`src/rtl/ov7670_emulador.sv`:
```
// Synthetic OV7670-style camera: emits RGB565 frames (high byte first) on vsync/href/data
// with programmable blanking and a per-frame test pattern latched at VSYNC entry.
module ov7670_emulador #(
    parameter int IMG_W       = 160,
    parameter int IMG_H       = 120,
    parameter int HBLANK      = 16,
    parameter int VSYNC_CLKS  = 8,
    parameter int VBACK_CLKS  = 16,
    parameter int VFRONT_CLKS = 16
) (
    input  logic        xclk,
    input  logic        rst,
    input  logic        en,
    input  logic [1:0]  pattern,
    input  logic [15:0] color,
    output logic        vsync,
    output logic        href,
    output logic [7:0]  data,
    output logic        frame_done,
    output logic [7:0]  frame_cnt
);

    localparam int BAR_W     = IMG_W / 8;
    localparam int MAX_A     = (HBLANK > VSYNC_CLKS) ? HBLANK : VSYNC_CLKS;
    localparam int MAX_B     = (VBACK_CLKS > VFRONT_CLKS) ? VBACK_CLKS : VFRONT_CLKS;
    localparam int MAX_BLANK = (MAX_A > MAX_B) ? MAX_A : MAX_B;
    localparam int CNT_W     = $clog2(MAX_BLANK + 1);
    // Gradient slices col[4:0] and row[5:0], so keep at least that many bits.
    localparam int COL_W     = ($clog2(IMG_W + 1) > 5) ? $clog2(IMG_W + 1) : 5;
    localparam int ROW_W     = ($clog2(IMG_H + 1) > 6) ? $clog2(IMG_H + 1) : 6;
    localparam int BAR_CNT_W = $clog2(BAR_W + 1);

    localparam logic [CNT_W-1:0]     VS_LAST  = CNT_W'(VSYNC_CLKS - 1);
    localparam logic [CNT_W-1:0]     VB_LAST  = CNT_W'(VBACK_CLKS - 1);
    localparam logic [CNT_W-1:0]     HB_LAST  = CNT_W'(HBLANK - 1);
    localparam logic [CNT_W-1:0]     VF_LAST  = CNT_W'(VFRONT_CLKS - 1);
    localparam logic [COL_W-1:0]     COL_LAST = COL_W'(IMG_W - 1);
    localparam logic [ROW_W-1:0]     ROW_LAST = ROW_W'(IMG_H - 1);
    localparam logic [BAR_CNT_W-1:0] BAR_LAST = BAR_CNT_W'(BAR_W - 1);

    typedef enum logic [2:0] {
        S_IDLE,
        S_VSYNC,
        S_VBACK,
        S_LINE,
        S_HBLANK,
        S_VFRONT
    } state_t;

    state_t               r_state, w_state_nxt;
    logic [CNT_W-1:0]     r_cnt, w_cnt_nxt;
    logic [COL_W-1:0]     r_col, w_col_nxt;
    logic [ROW_W-1:0]     r_row, w_row_nxt;
    logic                 r_byte, w_byte_nxt;
    logic [BAR_CNT_W-1:0] r_bar_cnt, w_bar_cnt_nxt;
    logic [2:0]           r_bar, w_bar_nxt;
    logic [1:0]           r_pat;
    logic [15:0]          r_color;
    logic                 r_vsync, r_href, r_frame_done;
    logic [7:0]           r_data, r_frame_cnt;
    logic                 w_frame_end, w_latch;
    logic [15:0]          w_bar_color, w_pixel;
    logic [7:0]           w_data_nxt;

    always_comb begin
        // NOTE: every value written here gets a default first, so no path can infer a latch.
        w_state_nxt   = r_state;
        w_cnt_nxt     = r_cnt;
        w_col_nxt     = r_col;
        w_row_nxt     = r_row;
        w_byte_nxt    = r_byte;
        w_bar_cnt_nxt = r_bar_cnt;
        w_bar_nxt     = r_bar;
        w_frame_end   = 1'b0;
        case (r_state)
            S_IDLE: begin
                if (en) begin
                    w_state_nxt = S_VSYNC;
                    w_cnt_nxt   = '0;
                end
            end
            S_VSYNC: begin
                if (r_cnt == VS_LAST) begin
                    w_state_nxt = S_VBACK;
                    w_cnt_nxt   = '0;
                end else begin
                    w_cnt_nxt = r_cnt + CNT_W'(1);
                end
            end
            S_VBACK: begin
                if (r_cnt == VB_LAST) begin
                    w_state_nxt   = S_LINE;
                    w_cnt_nxt     = '0;
                    w_row_nxt     = '0;
                    w_col_nxt     = '0;
                    w_byte_nxt    = 1'b0;
                    w_bar_cnt_nxt = '0;
                    w_bar_nxt     = '0;
                end else begin
                    w_cnt_nxt = r_cnt + CNT_W'(1);
                end
            end
            S_LINE: begin
                w_byte_nxt = ~r_byte;
                if (r_byte) begin
                    if (r_col == COL_LAST) begin
                        w_state_nxt = S_HBLANK;
                        w_cnt_nxt   = '0;
                    end else begin
                        w_col_nxt = r_col + COL_W'(1);
                        // Bar index advances every BAR_W pixels instead of dividing col.
                        if (r_bar_cnt == BAR_LAST) begin
                            w_bar_cnt_nxt = '0;
                            w_bar_nxt     = r_bar + 3'd1;
                        end else begin
                            w_bar_cnt_nxt = r_bar_cnt + BAR_CNT_W'(1);
                        end
                    end
                end
            end
            S_HBLANK: begin
                if (r_cnt == HB_LAST) begin
                    w_cnt_nxt = '0;
                    if (r_row < ROW_LAST) begin
                        w_state_nxt   = S_LINE;
                        w_row_nxt     = r_row + ROW_W'(1);
                        w_col_nxt     = '0;
                        w_byte_nxt    = 1'b0;
                        w_bar_cnt_nxt = '0;
                        w_bar_nxt     = '0;
                    end else begin
                        w_state_nxt = S_VFRONT;
                    end
                end else begin
                    w_cnt_nxt = r_cnt + CNT_W'(1);
                end
            end
            S_VFRONT: begin
                if (r_cnt == VF_LAST) begin
                    w_frame_end = 1'b1;
                    w_cnt_nxt   = '0;
                    w_state_nxt = en ? S_VSYNC : S_IDLE;
                end else begin
                    w_cnt_nxt = r_cnt + CNT_W'(1);
                end
            end
            default: w_state_nxt = S_IDLE;
        endcase
    end

    // Outputs are registered from next-state values so they line up with the state they describe.
    always_comb begin
        w_bar_color = 16'h0000;
        case (w_bar_nxt)
            3'd0:    w_bar_color = 16'hFFFF;
            3'd1:    w_bar_color = 16'hFFE0;
            3'd2:    w_bar_color = 16'h07FF;
            3'd3:    w_bar_color = 16'h07E0;
            3'd4:    w_bar_color = 16'hF81F;
            3'd5:    w_bar_color = 16'hF800;
            3'd6:    w_bar_color = 16'h001F;
            default: w_bar_color = 16'h0000;
        endcase
        case (r_pat)
            2'd1:    w_pixel = {w_col_nxt[4:0], w_row_nxt[5:0], w_col_nxt[4:0] ^ w_row_nxt[4:0]};
            2'd2:    w_pixel = r_color;
            default: w_pixel = w_bar_color;
        endcase
        w_data_nxt = 8'h00;
        if (w_state_nxt == S_LINE) begin
            w_data_nxt = w_byte_nxt ? w_pixel[7:0] : w_pixel[15:8];
        end
        w_latch = (w_state_nxt == S_VSYNC) && (r_state != S_VSYNC);
    end

    always_ff @(posedge xclk or negedge rst) begin
        if (!rst) begin
            r_state      <= S_IDLE;
            r_cnt        <= '0;
            r_col        <= '0;
            r_row        <= '0;
            r_byte       <= 1'b0;
            r_bar_cnt    <= '0;
            r_bar        <= '0;
            r_pat        <= '0;
            r_color      <= '0;
            r_vsync      <= 1'b0;
            r_href       <= 1'b0;
            r_data       <= 8'h00;
            r_frame_done <= 1'b0;
            r_frame_cnt  <= 8'h00;
        end else begin
            // NOTE: non-blocking updates let every register see pre-edge values of the others.
            r_state      <= w_state_nxt;
            r_cnt        <= w_cnt_nxt;
            r_col        <= w_col_nxt;
            r_row        <= w_row_nxt;
            r_byte       <= w_byte_nxt;
            r_bar_cnt    <= w_bar_cnt_nxt;
            r_bar        <= w_bar_nxt;
            r_vsync      <= (w_state_nxt == S_VSYNC);
            r_href       <= (w_state_nxt == S_LINE);
            r_data       <= w_data_nxt;
            r_frame_done <= (w_state_nxt == S_VFRONT) && (w_cnt_nxt == VF_LAST);
            if (w_frame_end) begin
                r_frame_cnt <= r_frame_cnt + 8'd1;
            end
            if (w_latch) begin
                r_pat   <= pattern;
                r_color <= color;
            end
        end
    end

    assign vsync      = r_vsync;
    assign href       = r_href;
    assign data       = r_data;
    assign frame_done = r_frame_done;
    assign frame_cnt  = r_frame_cnt;

endmodule

```
`config.mk`:
```
export PLATFORM = sky130hd
export DESIGN_NAME = ov7670_emulador
export DESIGN_NICKNAME = d
export VERILOG_FILES = /design/src/rtl/ov7670_emulador.sv
export SDC_FILE = /design/constraint.sdc
export NUM_CORES = 1
export LEC_CHECK = 0
export ABC_AREA = 1
export ABC_CLOCK_PERIOD_IN_PS = 5000
export BUFFER_PORTS_ARGS = -buffer_cell sky130_fd_sc_hd__buf_2
export CORE_MARGIN = 1
export CORE_UTILIZATION = 30
export CTS_BUF_LIST = sky130_fd_sc_hd__clkbuf_8
export DETAILED_ROUTE_END_ITERATION = 10
export GPL_TIMING_DRIVEN = 0
export HOLD_SLACK_MARGIN = 0.05
export MAX_ROUTING_LAYER = met4
export PLACE_DENSITY_LB_ADDON = 0.2
export SLEW_MARGIN = 10
export SYNTH_ARGS = -nofsm -noshare
export SYNTH_HDL_FRONTEND = slang
export SYNTH_SLANG_ARGS = --single-unit
```
`constraint.sdc`:
```
create_clock -name xclk -period 5 [get_ports xclk]
set_clock_uncertainty 0.15 [all_clocks]
set_input_delay 0.75 -clock xclk [delete_from_list [all_inputs] [get_ports xclk]]
set_output_delay 0.75 -clock xclk [all_outputs]
set_load 0.01 [all_outputs]
```
==> impl_metrics.tcl, run 1 <==
set metrics [dict create \
    pin_count 40 \
    grt_pass1_vias 3461 \
    final_cell_area_sq_um 4650 \
    core_sq_um 12800 \
    syn-cell-area_sq_um 3990 \
    hold_class "input port to async pin" \
    post-route-util_pct 36.4 \
    cts_buffer_depth 2 \
    port_buffers 39 \
    cts_hold_buf 0 \
    synth_cells 532 \
    start_util_pct 31.2 \
    synth_area_leaders "dfrtp_1 (43%), nand2_1 (15%), nand3_1 (7.2%)" \
    insertion_delay_ns 0.37 \
    r2r_start "r_cnt[0]" \
    status "finished clean" \
    synth_top_area_share_pct 43.3 \
    tns_ns 0 \
    powerDensity_nw_per_um2 542 \
    grt_max_degree 37 \
    drc_errors 0 \
    grtUsageTotal_pct 16.3 \
    drive_gt1_share_pct 15.5 \
    yosysTopAreaCell "dfrtp_1" \
    nFillCells 1362 \
    avgSynthCellArea_sq_um 7.49 \
    vias 3518 \
    drt_iter0_drc 128 \
    multiInputGateArea_sq_um 1940 \
    fmax_mhz 341 \
    tightest_slew_ns 0.553 \
    first_pass_iters 8 \
    area_growth_pct 16.7 \
    ys_seq_elements 69 \
    drv_slew 0 \
    synth_nets 563 \
    postCtsSetupBuffers 0 \
    dpl_cell_area_sq_um 4420 \
    critical_path.endpoint_type "flip-flop" \
    grt_pass1_wl_um 16600 \
    hold_viol_final 0 \
    maxCapViolations 0 \
    clkTransAtPathRegs_ns 0.08 \
    die_w_um 117 \
    power.total_mw 2.52 \
    rsz0062_at_grt "no" \
    placementRows 41 \
    ff_latch_area_sq_um 1730 \
    gr-total-overflow 0 \
    ys_seq_area_share_pct 43.3 \
    leakage_nw 2.41 \
    htreeDepth 3 \
    final_antenna_net_count 0 \
    dp_cells 744 \
    postCtsResizedCells 0 \
    stdcell_count 760 \
    cp.arrival_ns 3.05 \
    ys_warn_count 0 \
    period_share_pct 58.6 \
    final_nets 614 \
    period_minus_slack_ns 2.93 \
    slew_headroom_pct 63.0 \
    cts-root-buf "clkbuf_8" \
    diodes 0 \
    vdd_drop_max_v 0.000333 \
    cp-start-kind "flip-flop" \
    ys_types 38 \
    dpl.hpwl_um 7400 \
    grt_antenna_before_repair 0 \
    gp_congestion 0.857 \
    vias_per_cell 4.63 \
    dieArea_sq_um 13700 \
    cts_tree "yes" \
    clock_sinks 69 \
    numCtsBuffers 9 \
    critPathRequiredTime_ns 5.12 \
    critPathKind "flip-flop to flip-flop" \
    finalSetupViolations 0 \
    startpoint "r_cnt[0]" \
    wl_per_cell_um 12.7 \
    wl_um 9620 \
    path_max_fanout 9 \
    die_y_um 117 \
]
[routing by layer]
layer	GRT usage, %	vias up	part of all wire [%]
met4	7.68	0	3.0
met3	3.91	25	4.1
met1	20.1	1592	48
met2	25.2	81	45
met5	-	-	0
li1	-	1820	-
[stage by stage]
step	setup slack (ns)	hold slack (ns)
after global placement	2.17	0.304
after detailed placement	2.12	0.306
after global routing	1.77	0.207
after CTS	2.11	0.188
after floorplan	2.70	0.292
final	2.07	0.188
[flip-flops by register name (all words and copies together), names as in the netlist]
name and cells:
data 8, frame_cnt 8, frame_done 1, href 1
r_bar 3, r_bar_cnt 5, r_byte 1, r_cnt 5
r_col 8, r_color 16, r_pat 2, r_row 7
r_state 3, vsync 1
[cells by family (layout without fill, tap and decap cells)]
family	count (synthesis)	count (layout)	share of synthesized area, %
xor+xnor	8	8	1.76
buf+inv	78	134	8.10
simple gates	299	299	33.9
flops	69	69	43.3
compound gates	68	68	9.80
fa+ha+maj	10	10	3.14
[path summary, 6_finish.rpt]
path	endpoint	slack, ns	depth (start not counted)
worst max-delay path	data[4]	2.07	15
worst min-delay path	r_row[1]	0.19	1
worst max register to register	data[4]	2.07	15
worst min register to register	frame_cnt[7]	0.32	1
max in group asynchronous	data[2]	3.96	2
min in group xclk	frame_cnt[7]	0.32	1
[layout by cell type, fill, tap and decap left out, types with 2 or more instances in the layout]
cell / count
a21oi_1: 38
a31oi_1: 2
and2_1: 2
buf_2: 44
buf_4: 2
bufinv_16: 2
clkbuf_1: 6
clkbuf_8: 11
clkinv_4: 2
dfrtp_1: 69
ha_1: 10
inv_1: 60
inv_2: 3
nand2_1: 158
nand2_2: 5
nand3_1: 57
nand3_2: 9
nand4_1: 4
nor2_1: 42
nor2_4: 2
nor3_1: 14
o21ai_0: 19
xor2_1: 7
[synth_stat cells]
master,n
a21boi_0,1
a21o_1,1
a21oi_1,38
a31o_2,1
a31oi_1,2
a31oi_4,1
and2_1,2
and3_1,1
buf_2,6
buf_4,1
buf_6,1
buf_8,1
clkbuf_1,6
dfrtp_1,69
ha_1,10
inv_1,60
inv_2,3
nand2_1,158
nand2_2,5
nand3_1,57
nand3_2,9
nand3_4,1
nand4_1,4
nor2_1,42
nor2_4,2
nor3_1,14
nor3_2,1
nor3_4,1
nor4_1,1
o211ai_1,1
o21ai_0,19
o21ai_4,1
o21bai_1,1
o221ai_1,1
o31ai_1,1
or2_2,1
xnor2_1,1
xor2_1,7
[final cells by class]
class / count / area share, %
flip-flops and latches: 69 / 37.1
repair buffers: 40 / 4.68
inverters: 63 / 5.08
clock buffers: 11 / 3.25
clock inverters: 5 / 1.78
multi-input cells: 385 / 41.6
well taps: 172 / 4.63
plain buffers: 15 / 1.86
[where the power goes]
part	switching (mW)	internal [mW]
Combinational	0.773	0.403
Clock	0.230	0.309
Sequential	0.0957	0.713
[critical path, stage by stage, from the launching register on]
cell and delay [ns]:
dfrtp_1 0.39, ha_1 0.18, nand2_1 0.07, nor2_1 0.14, ha_1 0.16, buf_2 0.19, inv_1 0.12, nand3_1 0.16
nand3_1 0.11, nor2_1 0.44, nand3_1 0.17, nand3_1 0.21, nand2_1 0.07, inv_1 0.06, nand2_1 0.04, a21oi_1 0.17
(Power assumes the default switching activity.)
==> inputs of run 2 (changes only) <==
--- a/config.mk
+++ b/config.mk
@@ -6,7 +6,7 @@
 export NUM_CORES = 1
 export LEC_CHECK = 0
 export ABC_AREA = 1
-export ABC_CLOCK_PERIOD_IN_PS = 5000
+export ABC_CLOCK_PERIOD_IN_PS = 2600
 export BUFFER_PORTS_ARGS = -buffer_cell sky130_fd_sc_hd__buf_2
 export CORE_MARGIN = 1
 export CORE_UTILIZATION = 30
==> constraint.sdc (replaced) <==
create_clock -name xclk -period 2.6 [get_ports xclk]
set_clock_uncertainty 0.15 [all_clocks]
set_input_delay 0.39 -clock xclk [delete_from_list [all_inputs] [get_ports xclk]]
set_output_delay 0.39 -clock xclk [all_outputs]
set_load 0.01 [all_outputs]
==> impl_metrics.tcl, run 2 (synthesized netlist as in run 1, its figures left out) <==
set metrics [dict create \
    insertion_delay_ns 0.36 \
    grt_antenna_before_repair 0 \
    period_share_pct 95.6 \
    vias 3618 \
    top_register "r_color" \
    dp_cells 744 \
    grt_pass1_wl_um 16600 \
    critPathRequiredTime_ns 2.75 \
    layout_commonest_cell "nand2_1" \
    start_util_pct 31.2 \
    drc_errors 0 \
    grtUsageTotal_pct 16.3 \
    critical_path.endpoint_type "flip-flop" \
    hold_viol_final 0 \
    rsz0062_at_grt "yes" \
    mostFrequentLayoutCells "nand2_1 (153), dfrtp_1 (69), inv_1 (57)" \
    area_growth_pct 22.6 \
    gp_congestion 0.857 \
    drv_slew 0 \
    seqPwrFrac_pct 30.2 \
    drt_iter0_drc 133 \
    tightest_slew_ns 0.475 \
    clock_sinks 69 \
    r2r_slack_ns 0.12 \
    finalSetupViolations 0 \
    htreeDepth 3 \
    largest_register_ffs 16 \
    power.switching_mw 2.22 \
    cts_tree "yes" \
    die_w_um 117 \
    p_clk_share_pct 20.1 \
    grt_max_degree 37 \
    clkTransAtPathRegs_ns 0.09 \
    wl_um 9810 \
    vdd_drop_max_v 0.000578 \
    stdcell_count 775 \
    period_minus_slack_ns 2.48 \
    pin_count 40 \
    cts-root-buf "clkbuf_8" \
    cp.arrival_ns 2.63 \
    powerDensity_nw_per_um2 1060 \
    cp-start-kind "flip-flop" \
    status "finished clean" \
    grt_pass1_vias 3460 \
    p_int_mw 2.95 \
    critPathKind "flip-flop to flip-flop" \
    vias_per_cell 4.67 \
    port_buffers 39 \
    diodes 0 \
    numCtsBuffers 9 \
    dieArea_sq_um 13700 \
    drive_gt1_share_pct 20.6 \
    startpoint "r_cnt[0]" \
    final_nets 629 \
    worstSetupEndpoint "data[0]" \
    final_antenna_net_count 0 \
    leakage_nw 2.51 \
    switching_share_pct 42.9 \
    path_max_fanout 8 \
    cts_buffer_depth 2 \
    fmax_mhz 402 \
    first_pass_iters 4 \
    die_y_um 117 \
    pwr-share-comb_pct 49.8 \
    dpl.hpwl_um 7400 \
    core_sq_um 12800 \
    post-route-util_pct 38.3 \
    hold_class "input port to flip-flop" \
    maxCapViolations 0 \
    r2r_start "r_cnt[0]" \
    placementRows 41 \
    wl_per_cell_um 12.7 \
    slew_headroom_pct 68.3 \
    r2r-end "data[0]" \
    gr-total-overflow 0 \
    ff2ff_path_depth 16 \
]
==> run 2: worst min path at each step <==
stage | from | to | slack (ns) | cells after the start
4_1_cts | pattern[0] | r_pat[0] | 0.08 | 3
3_5_place_dp | rst | r_cnt[4] | 0.23 | 1
5_1_grt | color[15] | r_color[15] | 0.09 | 3
2_1_floorplan | rst | data[0] | -0.06 | 0
6_report | pattern[0] | r_pat[0] | 0.1 | 3
3_3_place_gp | frame_cnt[7] | frame_cnt[7] | 0.30 | 1
==> run 2: worst max-delay path: stages (launching register included) <==
cell     delay, ns
dfrtp_1       0.38
ha_2          0.20
nand2_2       0.08
nor2_4        0.14
ha_4          0.13
buf_6         0.12
inv_2         0.06
nand3_1       0.16
nand3_2       0.13
nor2_4        0.21
buf_4         0.14
nor2_1        0.03
nor2_1        0.15
nand2_1       0.07
nand3_1       0.11
a21oi_1       0.08
nor2_1        0.08
==> run 2: power by group through the flow <==
| stage | Combinational [mW] | Sequential, mW | Clock, mW |
|---|---|---|---|
| floorplan | 1.65 | 1.57 | 0 |
| global placement | 2.25 | 1.57 | 0 |
| detailed placement | 2.27 | 1.58 | 0 |
| CTS | 2.31 | 1.56 | 1.07 |
| global route | 2.90 | 1.60 | 1.11 |
| finish | 2.57 | 1.56 | 1.04 |
==> run 2: metrics by stage <==
stage | TNS [ns] | setup WS, ns | power, mW | hold WS [ns] | instance area (sq um)
after CTS | -0.00721 | -0.00721 | 4.94 | 0.0783 | 4690
after detailed placement | -3.60 | -0.279 | 3.84 | 0.232 | 4420
after global placement | -2.98 | -0.231 | 3.82 | 0.304 | 4400
final | 0 | 0.115 | 5.17 | 0.0962 | 4890
after global routing | -0.138 | -0.0191 | 5.62 | 0.0872 | 4890
after floorplan | 0 | 0.302 | 3.22 | -0.0556 | 3990
==> run 2: layer usage <==
| layer | global-route usage [%] | wire length [um] |
|---|---|---|
| met1 | 20.3 | 4660 |
| met2 | 25.3 | 4610 |
| met3 | 3.91 | 388 |
| met4 | 7.00 | 147 |
| met5 | - | 0 |
==> run 2: repair_timing <==
item                                   4_1_cts  5_1_grt
hold buffers                                 1        0
pin swaps                                    2       18
gates cloned                                 0        1
setup endpoints to repair                   32       34
buffers inserted                             1       12
endpoints found under the hold margin       33        0
resized for setup                            6       25
==> run 2: area by class of cell <==
cell class	count	area, sq um
plain buffers	15	98.8
well taps	172	215
inverters	63	239
flip-flops and latches	69	1730
repair buffers	55	354
clock buffers	11	151
multi-input cells	385	2020
fillers	1343	7890
clock inverters	5	82.6
